==> src/rtl/regfile_mp_sb.sv <==
// regfile_mp_sb: multi-port register file with an integrated busy scoreboard.
// Ports: clk/rst; NUM_RD combinational read ports (rd_addr -> rd_data, rd_busy);
//        write ports wr0 (WB) and wr1 (late/MEM, wins on equal address);
//        reserve port rsv_en/rsv_addr; registered busy_vec and wr_collide pulse.
module regfile_mp_sb #(
    parameter int DATA_W   = 32,
    parameter int ADDR_W   = 4,
    parameter int NUM_RD   = 2,
    parameter int BYPASS   = 1,
    parameter int ZERO_REG = 0
) (
    input  logic                       clk,
    input  logic                       rst,
    input  logic [NUM_RD*ADDR_W-1:0]   rd_addr,
    output logic [NUM_RD*DATA_W-1:0]   rd_data,
    output logic [NUM_RD-1:0]          rd_busy,
    input  logic                       wr0_en,
    input  logic [ADDR_W-1:0]          wr0_addr,
    input  logic [DATA_W-1:0]          wr0_data,
    input  logic                       wr1_en,
    input  logic [ADDR_W-1:0]          wr1_addr,
    input  logic [DATA_W-1:0]          wr1_data,
    input  logic                       rsv_en,
    input  logic [ADDR_W-1:0]          rsv_addr,
    output logic [(1<<ADDR_W)-1:0]     busy_vec,
    output logic                       wr_collide
);

    localparam int DEPTH = 1 << ADDR_W;

    logic [DATA_W-1:0] mem [DEPTH];
    logic [DEPTH-1:0]  busy;
    logic [DEPTH-1:0]  busy_nxt;
    logic              collide;

    // Qualified write/reserve strobes. With a hard-wired zero register any
    // access to address 0 is discarded here, so it can neither update the
    // array, touch the scoreboard, forward data nor raise a collision.
    logic wr0_ok;
    logic wr1_ok;
    logic rsv_ok;
    logic wr0_drop;

    always_comb begin
        wr0_ok = wr0_en;
        wr1_ok = wr1_en;
        rsv_ok = rsv_en;
        if (ZERO_REG != 0) begin
            if (wr0_addr == '0) wr0_ok = 1'b0;
            if (wr1_addr == '0) wr1_ok = 1'b0;
            if (rsv_addr == '0) rsv_ok = 1'b0;
        end
        // The late port carries the younger result, so it wins a tie.
        wr0_drop = wr0_ok && wr1_ok && (wr0_addr == wr1_addr);
    end

    // Register array: one-cycle write latency.
    always_ff @(posedge clk or posedge rst) begin
        if (rst) begin
            for (int k = 0; k < DEPTH; k++) begin
                mem[k] <= '0;
            end
        end else begin
            if (wr0_ok && !wr0_drop) begin
                mem[wr0_addr] <= wr0_data;
            end
            if (wr1_ok) begin
                mem[wr1_addr] <= wr1_data;
            end
        end
    end

    // Scoreboard next state. The reserve is applied last so that a newly
    // issued producer keeps its destination busy even if an older producer
    // retires to the same register on this edge.
    always_comb begin
        busy_nxt = busy;
        if (wr0_ok) busy_nxt[wr0_addr] = 1'b0;
        if (wr1_ok) busy_nxt[wr1_addr] = 1'b0;
        if (rsv_ok) busy_nxt[rsv_addr] = 1'b1;
    end

    always_ff @(posedge clk or posedge rst) begin
        if (rst) begin
            busy    <= '0;
            collide <= 1'b0;
        end else begin
            busy    <= busy_nxt;
            collide <= wr0_drop;
        end
    end

    assign busy_vec   = busy;
    assign wr_collide = collide;

    // Read ports. Forwarding mirrors the write priority (wr1 over wr0), and a
    // forwarded operand is no longer a hazard. A same-cycle reserve is not
    // visible here: the reserving instruction is younger than the reader.
    for (genvar i = 0; i < NUM_RD; i++) begin : g_rd
        logic [ADDR_W-1:0] ra;
        logic              hit0;
        logic              hit1;
        logic [DATA_W-1:0] data;
        logic              hazard;

        assign ra = rd_addr[i*ADDR_W +: ADDR_W];

        always_comb begin
            hit0   = (BYPASS != 0) && wr0_ok && (wr0_addr == ra);
            hit1   = (BYPASS != 0) && wr1_ok && (wr1_addr == ra);
            data   = mem[ra];
            hazard = busy[ra];
            if (hit1) begin
                data = wr1_data;
            end else if (hit0) begin
                data = wr0_data;
            end
            if (hit0 || hit1) begin
                hazard = 1'b0;
            end
            if ((ZERO_REG != 0) && (ra == '0)) begin
                data   = '0;
                hazard = 1'b0;
            end
        end

        assign rd_data[i*DATA_W +: DATA_W] = data;
        assign rd_busy[i]                  = hazard;
    end

endmodule

==> config.mk <==
export PLATFORM = sky130hd
export DESIGN_NAME = regfile_mp_sb
export DESIGN_NICKNAME = d
export VERILOG_FILES = /design/src/rtl/regfile_mp_sb.sv
export SDC_FILE = /design/constraint.sdc
export NUM_CORES = 2
export LEC_CHECK = 0
export CORE_ASPECT_RATIO = 0.9
export CORE_UTILIZATION = 40
export CTS_BUF_LIST = sky130_fd_sc_hd__clkbuf_16
export CTS_CLUSTER_SIZE = 25
export DETAILED_ROUTE_END_ITERATION = 8
export HOLD_SLACK_MARGIN = 0.06
export RECOVER_POWER = 25
export SLEW_MARGIN = 30
export SYNTH_ARGS = -nofsm -noshare
export SYNTH_HDL_FRONTEND = slang
export SYNTH_SLANG_ARGS = --single-unit
==> constraint.sdc <==
create_clock -name clk -period 17.1 [get_ports clk]
set_input_delay 3.42 -clock clk [delete_from_list [all_inputs] [get_ports clk]]
set_output_delay 3.42 -clock clk [all_outputs]
set_load 0.01 [all_outputs]
# [Yosys cells after proc, flatten, opt, wreduce, memory -nomap -nowiden]
# Cells that the tools add are included.
# Widths: inputs -> output; s select.
[word_totals] regBits=529 latch_bits=0 mem_bits_rw=0 mem_bits_ro=0 elab_cells=94 memories=0
[op_classes] addsub=0 mul=0 div=0 n_lt_le_gt_ge=14 n_eq_ne=5 n_shift=0 muxes=33 bitwise=9 n_reduce_logical=15
[ops] cell="$bwmux 512" n=2
[ops] cell="$mux 512" n=2
[ops] cell="$mux 32" n=10
[ops] cell="$bmux 32 s4" n=2
[ops] cell="$demux 32 s4" n=2
[ops] cell="$mux 16" n=3
[ops] cell="$and 16x16->16" n=2
[ops] cell="$not 16->16" n=2
[ops] cell="$lt 4x5->1 const B" n=5
[ops] cell="$eq 4x4->1" n=5
[ops] cell="$ge 5x5->1 const B" n=4
[ops] cell="$not 4->5" n=4
[ops] cell="$or 16x16->16" n=1
[ops] cell="$demux 1 s4" n=3
[ops] cell="$ge 4x1->1 const B" n=3
[ops] cell="$logic_and 1x1->1" n=12
[ops] cell="$lt 5x1->1 const B" n=2
[ops] cell="$bmux 1 s4" n=2
[ops] cell="$mux 1" n=7
[ops] cell="$logic_or 1x1->1" n=2
[ops] cell="$logic_not 1->1" n=1

# [Depth between registers and ports, before layout]
[logic_depth] word_depth=11 depth_mapped=9 ltp_nobuf=5

# [Worst setup path after synthesis]
# Ideal clock, no wire load.
[synth_path] path_type="input to output" startpoint="input rd_addr[5]" endpoint="output rd_busy[1]" t_arrival_ps=5010 t_required_ps=13680 setup_slack_ps=8670 cell_stages=7 path_buffers=4 path_cell_list="buf_2 buf_6 buf_2 mux4_2 mux4_2 and3_1 buf_4"
[synth_via] elab_chain_cells=4 word_cells_on_any_way=8 cone_classes="eq/ne (2); mux (3); reduce/logical (3)"
[synth_lines] item="start, declared" line="14" rtl="input logic [NUM_RD*ADDR_W-1:0] rd_addr,"
[synth_lines] item="parallel branches: the longest is 3 deep, another holds $bmux 1 s4"
[synth_lines] item="$mux 1 *" line="118" rtl="if (hit0 || hit1) begin"
[synth_lines] item="end, declared" line="16" rtl="output logic [NUM_RD-1:0] rd_busy,"
# Every way passes the cells marked *. The select of a mux whose other input is x is not followed.

# [Worst setup path after layout]
[layout_path] startpoint="input rd_addr[5]" endpoint="output rd_data[63]"
[layout_via] elab_chain_cells=6 word_cells_on_any_way=10 cone_classes="eq/ne (2); mux (5); bitwise (1); reduce/logical (2)"
[layout_lines] item="$not 4->5 (implied by the code)" line="111" rtl="data = mem[ra];"
[layout_lines] item="$bmux 32 s4" line="111"
[layout_lines] item="$mux 32 (implied by the code) (2 in a row)" line="111"
[layout_lines] item="$mux 32" line="115" rtl="end else if (hit0) begin"
[layout_lines] item="$mux 32 *" line="113" rtl="if (hit1) begin"
[layout_lines] item="end, declared" line="15" rtl="output logic [NUM_RD*DATA_W-1:0] rd_data,"
# Mark *: on every way between the ends. The rest lies on a longest branch, timed or not. The select of a mux whose other input is x is not followed.

==> results.md <==
* Mean number of vias per cell at 6.49
* Sequential cell area fraction in the yosys report at 38.6%
* First-pass GRT wire length at 208,000 microns
* Post-synth EDFFs at 0
* Post-layout min period at approximately 11 ns
* # rows at ~100
* Die width at 310 microns
* Crit. path cell count at 10
* DRC viols at 0
* Dpl cell area at 36,100 sq um
* Pin slew with the least headroom to its limit at 4.01 ns
* Post-synth top area share at 38.6%
* Post-route design area at ~38,000 sq um
* Vias at 32,100
* Cells after DPL at a little under 5,000
* Multi-input gate area in the final layout at 19,100 sq um
* Post-DP HPWL at 74,500 microns
* Setup crit start: rd_addr[5]
* Initial core utilization at 40.5%
* Initial antenna violation count at 0
* Slowest stage delay, CP at 0.78 ns
* Clock Path Buffers at 3
* Startpoint types: input pin
* Commonest cells post-synth: nand2_1 (1,119), dfrtp_1 (529), nor2_1 (520)
* Die ar. at 86,800 sq um
* Prevailing post-synth register cell: dfrtp_1
* Max-Slew Margin vs Limit at -167%
* Layout cells sized above 1 at 14.6%
* Crit path buf inv count at 5
* Number of global-route vias before repair at about 30,000
* Final antenna-violating net count at 0
* Largest delay share family, worst path: buffers and inverters
* # Post-CTS Setup Buffers at 0
* Yosys top cell by area: dfrtp_1
* R2R Path Start: busy_vec[5]
* Drt pass-1 iters at 7
* CTS resizes at 0
* Synth Area per Inst at 8.72 sq um
* Setup ws final at 6.14 ns
* Slowest library cell on the worst path: buf_4
* Most common cell in the synthesized netlist: nand2_1
* Initial drt markers at between 4,000 and 5,000
* Hold crit path type: reg -> reg
* Count of cell types in the netlist at 42
* CP dominant cell by count: buf_4
* Total wire length at around 140,000 microns
* CP required at 13.68 ns
* Layout Cells excl Fill at 4,939
* I/O pin cnt at between 150 and 200
* Worst slack at placement at 6.16 ns
* Async S/R FF share, synth at 100%
* Placer Congestion at between 0.8 and 0.9
* Worst-skew pair later-pin latency at around 0.65 ns
* PD cells at roughly 120 nW/um^2
* Worst Hold Launch: mem[510]
* Max IR drop VDD at slightly below 0.09 mV
* Crit-path cells: clkbuf_8, buf_4, buf_4, nor2b_4, buf_4, a221oi_1, o21ai_0, nand4_1, o221a_2, clkdlybuf4s50_1
* Fmax at 91.3 MHz
* WS Path Type: in -> out
* Die H at 280 microns
* Synthesized flop and latch total at 529
* Routed length per instance at between 20 and 30 microns
* CTS tree: done
* Slew Viols, Final at 334
* GR Util All Layers at 32.5%
* N_diodes at 0
* CP Capture Type: primary output
* Grt total ovfl at 0
* Area growth, synth to finish at 11.4%
* MaxCap Viol Count at 6
* RSZ-0062 raised after global routing: false
* Hold-critical path depth at 2
* Clock-pin slew on the worst setup and hold paths at about 0.06 ns
* H-Tree Depth at 2
* FF/Latch Area at 13,200 sq um
* Hold_buf cts at 0
* Post-Synthesis Net Count at 4,018
* Synthesized area at 34,300 sq um
* Worst reg2reg path depth at 1
* Final setup TNS at 0 ns
* Outcome: complete, but fails checks
* CTS Sinks at 529
* CTS root buf: clkbuf_16
* Top cells by area, synth: dfrtp_1 (39%), mux4_2 (13%), nand2_1 (12%)
* TritonCTS buffer count at 61
* Fillcell total at 7,985
* Final hold vios at 0
* Final setup violation count at 0
* Layout Skew at 0 ns
* Number of synthesis warnings at 0
* Critical Path AT at 7.54 ns
* Crit Path Max Fanout at 41
* Core area at 84,500 sq um
* Failing checks: max-capacitance violations, max-slew violations
* Largest net degree at the start of global routing at 150
* Leak at between 15 and 20 nW
* Port Buffers at 171
* Layout net count at between 3,000 and 4,000
* Final period util at 64.1%
* Synthesized instance count at 3,929
==> worst paths after layout <==
| path | slack, ns | to |
|---|---|---|
| setup / recovery | 6.14 | rd_data[63] |
| min in group asynchronous | 3.54 | mem[376] |
| hold / removal | 0.55 | mem[510] |
| setup reg to reg | 16.31 | busy_vec[5] |
| hold reg to reg | 0.55 | mem[510] |
| max in group asynchronous | 6.69 | mem[298] |
==> area by class of cell <==
class / count / share of cell area (%)
Clock buffer: 61 / 4.00
Clock inverter: 50 / 1.34
Inverter: 3 / 0.0361
Multi-Input combinational cell: 2915 / 50.1
Sequential cell: 529 / 34.7
Tap cell: 1133 / 3.71
Timing Repair Buffer: 248 / 6.16
==> logic make-up after synthesis <==
group	Yosys count	share of synthesized area [%]
simple gates	1753	20.0
compound gates	748	15.2
flops	529	38.6
buf+inv	485	6.44
mux	394	19.1
xor+xnor	20	0.511
==> placed cells by master, fill, tap and decap left out, types with 4 or more instances in the layout <==
master,instances
nand2_1,1108
dfrtp_1,529
nor2_1,519
a31oi_1,512
mux4_2,201
clkdlybuf4s50_1,146
mux2i_1,128
buf_4,66
mux2_2,64
a221oi_1,64
nand4_1,64
o221a_2,64
clkbuf_16,61
o21ai_0,42
o21ai_1,22
dlygate4sd3_1,18
a21oi_4,16
clkinv_1,16
xor2_1,15
a21o_2,13
nand3_1,13
clkinv_2,12
a32o_1,12
bufinv_16,11
nand2_4,9
nor2b_1,7
inv_1,7
buf_12,6
clkbuf_1,6
xnor2_1,5
nand3_4,5
and3_1,5
nor3_1,4
==> worst min-delay path: stages, from the launching register on <==
cell and delay [ns]:
dfrtp_1 0.39, nand2_1 0.06, a31oi_1 0.06
==> registers in the layout, summed over array words and instances (netlist names) <==
name	count
wr_collide	1
mem	512
busy_vec	16
==> report_power, final <==
| part | switching [W] | internal, W | leakage, nW | total [W] |
|---|---|---|---|---|
| Sequential | 0.000265 | 0.00157 | 6.29 | 0.00184 |
| Clock | 0.000581 | 0.000809 | 1.02 | 0.00139 |
| Combinational | 0.000579 | 0.000642 | 8.77 | 0.00122 |
==> per-stage QoR <==
step	hold slack [ns]	power, W	util [%]
floorplan	0.513	0.00265	-
global placement	0.540	0.00303	42.6
detailed placement	0.547	0.00306	42.7
CTS	0.556	0.00443	45.1
global route	0.569	0.00464	45.2
finish	0.554	0.00445	45.2
==> metal layers <==
layer,global-route usage [%],share of wire [%]
met5,0,0
met4,14.6,5.0
met1,43.1,38
met2,50.2,45
met3,7.83,12
Power figures use the tool's default switching activity.
